## config.mk

```make
export PLATFORM = sky130hd
export DESIGN_NAME = mat_mul_seq_flat
export DESIGN_NICKNAME = d
export VERILOG_FILES = /design/src/rtl/mat_mul_seq_if.sv /design/src/rtl/mat_mul_seq.sv /design/src/flat_wrapper.sv
export SDC_FILE = /design/constraint.sdc
export NUM_CORES = 1
export LEC_CHECK = 0
export ABC_AREA = 1
export CAP_MARGIN = 5
export CORE_MARGIN = 4
export CORE_UTILIZATION = 45
export CTS_CLUSTER_DIAMETER = 100
export DETAILED_ROUTE_END_ITERATION = 12
export PLACE_DENSITY = 0.77
export SLEW_MARGIN = 30
export SYNTH_ARGS = -nofsm -noshare
export SYNTH_HDL_FRONTEND = slang
export SYNTH_SLANG_ARGS = --single-unit
export TNS_END_PERCENT = 20
```

## constraint.sdc

```tcl
create_clock -name clk -period 5.41 [get_ports clk]
set_clock_uncertainty 0.1 [all_clocks]
set_input_delay 1.623 -clock clk [delete_from_list [all_inputs] [get_ports clk]]
set_output_delay 1.623 -clock clk [all_outputs]
set_load 0.01 [all_outputs]
```

## src/rtl/mat_mul_seq_if.sv

```systemverilog
// Stream and datapath signals of the mat_mul sequencer.
// The slave modport is the sequencer's view. The master modport is the system side.
interface mat_mul_seq_if #(
    parameter int unsigned DATA_W = 16,
    parameter int unsigned PROD_W = 32
);
    logic              start;
    logic [DATA_W-1:0] in_data;
    logic              in_valid;
    logic              in_ready;
    logic [DATA_W-1:0] mm_data;
    logic              mm_load;
    logic              mm_done;
    logic [3:0]        mm_address;
    logic [PROD_W-1:0] mm_product;
    logic [PROD_W-1:0] out_data;
    logic [3:0]        out_addr;
    logic              out_valid;
    logic              out_ready;
    logic              busy;
    logic              job_done;
    logic              err;

    modport slave (
        input  start, in_data, in_valid, mm_done, mm_product, out_ready,
        output in_ready, mm_data, mm_load, mm_address, out_data, out_addr, out_valid,
        output busy, job_done, err
    );

    modport master (
        output start, in_data, in_valid, mm_done, mm_product, out_ready,
        input  in_ready, mm_data, mm_load, mm_address, out_data, out_addr, out_valid,
        input  busy, job_done, err
    );
endinterface

```

## src/rtl/mat_mul_seq.sv

```systemverilog
// Sequencer for the 4x4 mat_mul datapath. It feeds 32 operand words with fixed load pulses,
// waits for done, then streams out the 16 products.
module mat_mul_seq #(
    parameter int unsigned DATA_W       = 16,
    parameter int unsigned PROD_W       = 32,
    parameter int unsigned N_WORDS      = 32,
    parameter int unsigned N_OUT        = 16,
    parameter int unsigned LOAD_HIGH    = 3,
    parameter int unsigned LOAD_GAP     = 2,
    parameter int unsigned ADDR_SETTLE  = 2,
    parameter int unsigned DONE_TIMEOUT = 4096
) (
    input logic          clk,
    input logic          rst_n,
    mat_mul_seq_if.slave bus
);

    localparam int unsigned TW = ($clog2(DONE_TIMEOUT + 1) > 4) ? $clog2(DONE_TIMEOUT + 1) : 4;

    typedef enum logic [3:0] {
        StIdle, StWaitWord, StSetup, StLoadHi, StLoadLo, StWaitDone, StAddr, StOut, StFinish
    } state_e;

    state_e            state_q, state_d;
    logic [TW-1:0]     cnt_q, cnt_d;
    logic [5:0]        word_cnt_q, word_cnt_d;
    logic [3:0]        elem_q, elem_d;
    logic [DATA_W-1:0] mm_data_q, mm_data_d;
    logic [PROD_W-1:0] out_data_q, out_data_d;
    logic [3:0]        out_addr_q, out_addr_d;
    logic              err_q, err_d;

    always_ff @(posedge clk or negedge rst_n) begin
        if (!rst_n) begin
            state_q    <= StIdle;
            cnt_q      <= '0;
            word_cnt_q <= '0;
            elem_q     <= '0;
            mm_data_q  <= '0;
            out_data_q <= '0;
            out_addr_q <= '0;
            err_q      <= 1'b0;
        end else begin
            state_q    <= state_d;
            cnt_q      <= cnt_d;
            word_cnt_q <= word_cnt_d;
            elem_q     <= elem_d;
            mm_data_q  <= mm_data_d;
            out_data_q <= out_data_d;
            out_addr_q <= out_addr_d;
            err_q      <= err_d;
        end
    end

    // cnt_q is zeroed on entry to every timed state, so each compare is against (cycles - 1).
    always_comb begin
        state_d    = state_q;
        cnt_d      = cnt_q;
        word_cnt_d = word_cnt_q;
        elem_d     = elem_q;
        mm_data_d  = mm_data_q;
        out_data_d = out_data_q;
        out_addr_d = out_addr_q;
        err_d      = err_q;
        unique case (state_q)
            StIdle: begin
                if (bus.start) begin
                    err_d      = 1'b0;
                    word_cnt_d = '0;
                    elem_d     = '0;
                    state_d    = StWaitWord;
                end
            end
            StWaitWord: begin
                if (bus.in_valid) begin
                    mm_data_d = bus.in_data;
                    if (word_cnt_q != 6'(N_WORDS)) word_cnt_d = word_cnt_q + 6'd1;
                    state_d = StSetup;
                end
            end
            StSetup: begin
                cnt_d   = '0;
                state_d = StLoadHi;
            end
            StLoadHi: begin
                if (cnt_q == TW'(LOAD_HIGH - 1)) begin
                    cnt_d   = '0;
                    state_d = StLoadLo;
                end else begin
                    cnt_d = cnt_q + TW'(1);
                end
            end
            StLoadLo: begin
                if (cnt_q == TW'(LOAD_GAP - 1)) begin
                    cnt_d   = '0;
                    state_d = (word_cnt_q == 6'(N_WORDS)) ? StWaitDone : StWaitWord;
                end else begin
                    cnt_d = cnt_q + TW'(1);
                end
            end
            StWaitDone: begin
                if (bus.mm_done) begin
                    cnt_d   = '0;
                    elem_d  = '0;
                    state_d = StAddr;
                end else if (cnt_q == TW'(DONE_TIMEOUT - 1)) begin
                    err_d   = 1'b1;
                    state_d = StIdle;
                end else begin
                    cnt_d = cnt_q + TW'(1);
                end
            end
            StAddr: begin
                if (cnt_q == TW'(ADDR_SETTLE - 1)) begin
                    out_data_d = bus.mm_product;
                    out_addr_d = elem_q;
                    state_d    = StOut;
                end else begin
                    cnt_d = cnt_q + TW'(1);
                end
            end
            StOut: begin
                if (bus.out_ready) begin
                    if (elem_q == 4'(N_OUT - 1)) begin
                        state_d = StFinish;
                    end else begin
                        elem_d  = elem_q + 4'd1;
                        cnt_d   = '0;
                        state_d = StAddr;
                    end
                end
            end
            StFinish: state_d = StIdle;
            default:  state_d = StIdle;
        endcase
    end

    assign bus.in_ready   = (state_q == StWaitWord);
    assign bus.mm_data    = mm_data_q;
    assign bus.mm_load    = (state_q == StLoadHi);
    assign bus.mm_address = elem_q;
    assign bus.out_data   = out_data_q;
    assign bus.out_addr   = out_addr_q;
    assign bus.out_valid  = (state_q == StOut);
    assign bus.busy       = (state_q != StIdle);
    assign bus.job_done   = (state_q == StFinish);
    assign bus.err        = err_q;

endmodule

```

## src/flat_wrapper.sv

```systemverilog
// flat-port wrapper written by rule: the top's interface ports become plain ports
module mat_mul_seq_flat 
#(
    parameter int unsigned DATA_W       = 16,
    parameter int unsigned PROD_W       = 32,
    parameter int unsigned N_WORDS      = 32,
    parameter int unsigned N_OUT        = 16,
    parameter int unsigned LOAD_HIGH    = 3,
    parameter int unsigned LOAD_GAP     = 2,
    parameter int unsigned ADDR_SETTLE  = 2,
    parameter int unsigned DONE_TIMEOUT = 4096
)
  (clk, rst_n, bus_start, bus_in_data, bus_in_valid, bus_mm_done, bus_mm_product, bus_out_ready, bus_in_ready, bus_mm_data, bus_mm_load, bus_mm_address, bus_out_data, bus_out_addr, bus_out_valid, bus_busy, bus_job_done, bus_err);
  mat_mul_seq_if #(.DATA_W(DATA_W), .PROD_W(PROD_W)) bus_i ();
  input logic clk;
  input logic rst_n;
  input wire logic [$bits(bus_i.start)-1:0] bus_start;
  input wire logic [$bits(bus_i.in_data)-1:0] bus_in_data;
  input wire logic [$bits(bus_i.in_valid)-1:0] bus_in_valid;
  input wire logic [$bits(bus_i.mm_done)-1:0] bus_mm_done;
  input wire logic [$bits(bus_i.mm_product)-1:0] bus_mm_product;
  input wire logic [$bits(bus_i.out_ready)-1:0] bus_out_ready;
  output wire logic [$bits(bus_i.in_ready)-1:0] bus_in_ready;
  output wire logic [$bits(bus_i.mm_data)-1:0] bus_mm_data;
  output wire logic [$bits(bus_i.mm_load)-1:0] bus_mm_load;
  output wire logic [$bits(bus_i.mm_address)-1:0] bus_mm_address;
  output wire logic [$bits(bus_i.out_data)-1:0] bus_out_data;
  output wire logic [$bits(bus_i.out_addr)-1:0] bus_out_addr;
  output wire logic [$bits(bus_i.out_valid)-1:0] bus_out_valid;
  output wire logic [$bits(bus_i.busy)-1:0] bus_busy;
  output wire logic [$bits(bus_i.job_done)-1:0] bus_job_done;
  output wire logic [$bits(bus_i.err)-1:0] bus_err;
  assign bus_i.start = bus_start;
  assign bus_i.in_data = bus_in_data;
  assign bus_i.in_valid = bus_in_valid;
  assign bus_i.mm_done = bus_mm_done;
  assign bus_i.mm_product = bus_mm_product;
  assign bus_i.out_ready = bus_out_ready;
  assign bus_in_ready = bus_i.in_ready;
  assign bus_mm_data = bus_i.mm_data;
  assign bus_mm_load = bus_i.mm_load;
  assign bus_mm_address = bus_i.mm_address;
  assign bus_out_data = bus_i.out_data;
  assign bus_out_addr = bus_i.out_addr;
  assign bus_out_valid = bus_i.out_valid;
  assign bus_busy = bus_i.busy;
  assign bus_job_done = bus_i.job_done;
  assign bus_err = bus_i.err;
  mat_mul_seq #(.DATA_W(DATA_W), .PROD_W(PROD_W), .N_WORDS(N_WORDS), .N_OUT(N_OUT), .LOAD_HIGH(LOAD_HIGH), .LOAD_GAP(LOAD_GAP), .ADDR_SETTLE(ADDR_SETTLE), .DONE_TIMEOUT(DONE_TIMEOUT)) u_core (.clk(clk), .rst_n(rst_n), .bus(bus_i));
endmodule
```

[Yosys cells after proc, flatten, opt, wreduce, memory -nomap -nowiden]
Index checks and enable logic that the tools add are counted.
Operators by class
  equality and inequality tests: 28
  reductions and logical operators: 13
  add/sub/neg operators: 3
  multiplexer cells: 32
Operator list (count)
  $mux 13: 7
  $pmux 13 s6: 1
  $mux 4: 13
  $pmux 4 s8: 1
  $mux 6: 3
  $eq 4x3->1 const B: 4
  $ne 2x2->1 const B: 7
  $add 13x1->13 const B: 1
  $eq 13x1->1 const B: 1
  $eq 13x12->1 const B: 1
  $eq 13x2->1 const B: 1
  $pmux 4 s3: 1
  $pmux 6 s2: 1
  $ne 2x1->1 const B: 5
  $reduce_and 5->1: 2
  $eq 4x2->1 const B: 2
  $eq 4x4->1 const B: 2
  $reduce_and 4->1: 2
  $reduce_and 7->1: 1
  $add 6x1->6 const B: 1
  $eq 6x6->1 const B: 1
  $ne 6x6->1 const B: 1
  $reduce_bool 6->1: 1
  $add 4x1->4 const B: 1
  11 further kinds: 15
Word-level totals
  logic and storage cells: 84
  bits in registers: 80
  input port bits: 54

[Depth between registers and ports, before layout]
  depth after elaboration: 4
  depth in mapped cells: 11

[Worst setup path after synthesis]
Ideal clock, no wire load.
  path type: flip-flop to output port
  from: register u_core.state_q[1]
  to: output bus_job_done
  arrival time: 963 ps
  cell stages (with the launch flop): 4
  slack: 2724 ps
  cell sequence: dfrtp_1 > nor2_1 > inv_1 > nor3_1
Between the ends
  word-level cells in the longest chain between the ends: 1
RTL lines
  from (decl): line mat_mul_seq.sv:24  | state_e state_q, state_d;
  from (signal assigned): line mat_mul_seq.sv:35  | state_q <= StIdle;
  from (signal assigned): line mat_mul_seq.sv:44  | state_q <= state_d;
  $eq 4x4->1: line mat_mul_seq.sv:146  | assign bus.job_done = (state_q == StFinish);
  to (decl): line flat_wrapper.sv:31  | output wire logic [$bits(bus_i.job_done)-1:0] bus_job_done;
Every way passes these cells.

[Worst setup path in the final report]
Same ends and word-level chain as after synthesis.

==> flow_summary.ini <==
[outcome]
status = finished clean

[critical_path]
reg2reg_from = u_core.state_q[3]
cp_top_family = buffers and inverters
cp-start-kind = register
timing.rr.end = u_core.bus.out_data[19]
rrSetupSlack_ns = 2.58
crit_required_ns = 3.69
worstPathArrival_ns = 1.87
critPathBufInv = 2
cp_slowest_stage_delay_ns = 0.57
critPathSlowestCell = clkdlybuf4s50_1
path_cells = nor2_1 -> inv_1 -> nor3_1 -> clkdlybuf4s50_1
path_class = reg2out
reg2regPathDepth = 7
crit_cells = 4
cp_max_fo = 5
end_kind = output port

[cells_and_area]
utilization = 0.619
n_antenna_cell = 0
design_area_mm2 = 0.00543
mostFrequentLayoutCells = nand2_1 (204), clkdlybuf4s50_1 (114), dfrtp_1 (80), nor2_1 (35), inv_1 (28)
final_common_cell = nand2_1
drive_gt1_frac = 0.0902
syn_to_final_growth_pct = 33.7
final_nets = 654
finalNonFillerCells = 707

[yosys]
synth_seq_cells = 80
synth_cells = 479
yosysWarnings = 0
synth.avg_cell_area_um2 = 8.47
ys_seq_area_frac = 0.493
synth-simple-area-share = 0.309
synthAdderAreaFrac = 0.0185
syn-num-nets = 539
synth_top_family_by_area = simple AND/OR/NAND/NOR gates
synth_xor_area_frac = 0.0259
syn_area_mm2 = 0.00406
synthMuxAreaShare = 0.0536
yosysUniqueCellTypes = 31
synth-compound-area-share = 0.0398

[worst_hold_path]
whs_path_depth = 2
min_path_type = reg2reg
min_from = u_core.bus.out_addr[3]
holdPathEnd = u_core.bus.out_addr[3]

[place]
dp_slack_ns = 2.21
dp_hpwl_um = 7080
dp.cells = 691
io_buffers = 115
place_area_mm2 = 0.00524
finalWeightedCongestion = 0.906

[floorplan]
die_w_um = 103
fp-row-count = 34
start_util = 0.463
die_area_mm2 = 0.0106
core-area_mm2 = 0.00876
dieHeight_um = 103
io_pins = 116

[clocking]
cts_hold_buf = 0
path_clk_slew_ns = 0.08
cts_setup_buffers = 0
cts_resized = 0
cts.sinks = 80
clockBufferDepth = 2
cts_tree = built
cts_max_level = 3
clock_latency_ns = 0.34
cts_buffers = 9
cts_root_buffer = clkbuf_8

[job]
drv_cap = 0

[timing]
worst_pin_slew_ns = 0.828
rsz0062_at_grt = no
drv_slew = 0
fmax_mhz = 278
fin_ws_ns = 1.82
finalCritPeriodShare = 0.664
slew_headroom = 0.448
setup_tns_ns = 0
setup_viol = 0
finalCriticalPeriod_ns = 3.59
finalHoldViolCount = 0

[pwr]
p_int_w = 0.00163
p_sw_w = 0.000922
power.share.sequential = 0.370
power.density_mw_per_mm2 = 470
power_frac_clock = 0.169
p_leak_nw = 2.70
switching_share = 0.362
vdd_drop_max_v = 0.000216
combPwrFrac = 0.461

[drt]
drcViolationCount = 0
wl_um = 9670
ant_nets = 0
routedWlPerCell_um = 13.7
drt_first_pass_iters = 5
viasPerCell = 4.89
num_vias = 3459
drt_iter0_drc = 131

[global_routing]
gr-total-overflow = 0
grt.total_usage = 0.182
grt_pass1_wl_um = 15400
grt_pass1_vias = 3344
antenna_found_initial = 0
grt_max_degree = 81
metal layers:
metal / share of wire / global-route usage / wire length, µm / vias to the layer above
li1: - / - / - / 1736
met1: 0.45 / 0.237 / 4330 / 1629
met2: 0.48 / 0.309 / 4660 / 86
met3: 0.060 / 0.0325 / 578 / 8
met4: 0.010 / 0.0538 / 99 / 0
met5: 0 / 0 / 0 / -
kinds of logic (layout without fill, tap and decap cells):
group                    Yosys count  in the layout
AO/OA/AOI/OAI                     27             27
XOR/XNOR                          12             12
adder cells (fa/ha/maj)            6              6
buffers and inverters             45            165
flip-flops                        80             80
multiplexers                      16             16
AND/OR/NAND/NOR                  293            293
stage by stage:
| step | hold WS [ns] | total power (W) |
|---|---|---|
| after floorplan | 0.381 | 0.00158 |
| after global placement | 0.362 | 0.00210 |
| after detailed placement | 0.365 | 0.00214 |
| after CTS | 0.387 | 0.00258 |
| after global routing | 0.401 | 0.00273 |
| final | 0.382 | 0.00255 |
synth_stat cells, drive strengths merged:
| master | n | area (µm²) |
|---|---|---|
| nand4 | 6 | 37.5 |
| or2 | 3 | 18.8 |
| nand3 | 26 | 140 |
| mux2 | 16 | 218 |
| ha | 6 | 75.1 |
| o21bai | 7 | 52.6 |
| buf | 11 | 109 |
| xnor2 | 4 | 35.0 |
| nand2 | 208 | 801 |
| nor2 | 41 | 189 |
| dfrtp | 80 | 2000 |
| o21ai | 17 | 88.8 |
| a21oi | 1 | 5.00 |
| nor3 | 5 | 36.3 |
| inv | 33 | 124 |
| o211ai | 2 | 15.0 |
| clkinv | 1 | 8.76 |
| xor2 | 8 | 70.1 |
| nor3b | 1 | 7.51 |
| nand3b | 3 | 26.3 |
flip-flops by register name, summed over array words and instances (netlist names):
| signal | cells |
|---|---|
| u_core.bus.err | 1 |
| u_core.bus.mm_address | 4 |
| u_core.bus.mm_data | 16 |
| u_core.bus.out_addr | 4 |
| u_core.bus.out_data | 32 |
| u_core.cnt_q | 13 |
| u_core.state_q | 4 |
| u_core.word_cnt_q | 6 |
worst max path at each step:
stage / to / from
4_1_cts: bus_job_done / u_core.state_q[1]
2_1_floorplan: bus_job_done / u_core.state_q[1]
3_5_place_dp: bus_job_done / u_core.state_q[1]
5_1_grt: bus_job_done / u_core.state_q[1]
3_3_place_gp: bus_job_done / u_core.state_q[1]
6_report: bus_job_done / u_core.state_q[1]
layout make-up:
type	count	area [µm²]
inverters	34	133
repair buffers	115	1150
clock inverters	4	53.8
well taps	108	135
clock buffers	12	135
multi-input cells	354	1820
flip-flops and latches	80	2000
fillers	757	3340
worst min-delay path: stages (launching register included):
cell     delay [ns]
dfrtp_1        0.34
nand2_1        0.05
nand2_1        0.06
power groups by stage:
stage	Sequential [W]	Clock (W)	Combinational, W
floorplan	0.00103	0	0.000549
global placement	0.000940	0	0.00116
detailed placement	0.000953	0	0.00119
CTS	0.000943	0.000446	0.00119
global route	0.000973	0.000469	0.00129
finish	0.000943	0.000431	0.00117
Power figures use the tool's default switching activity.
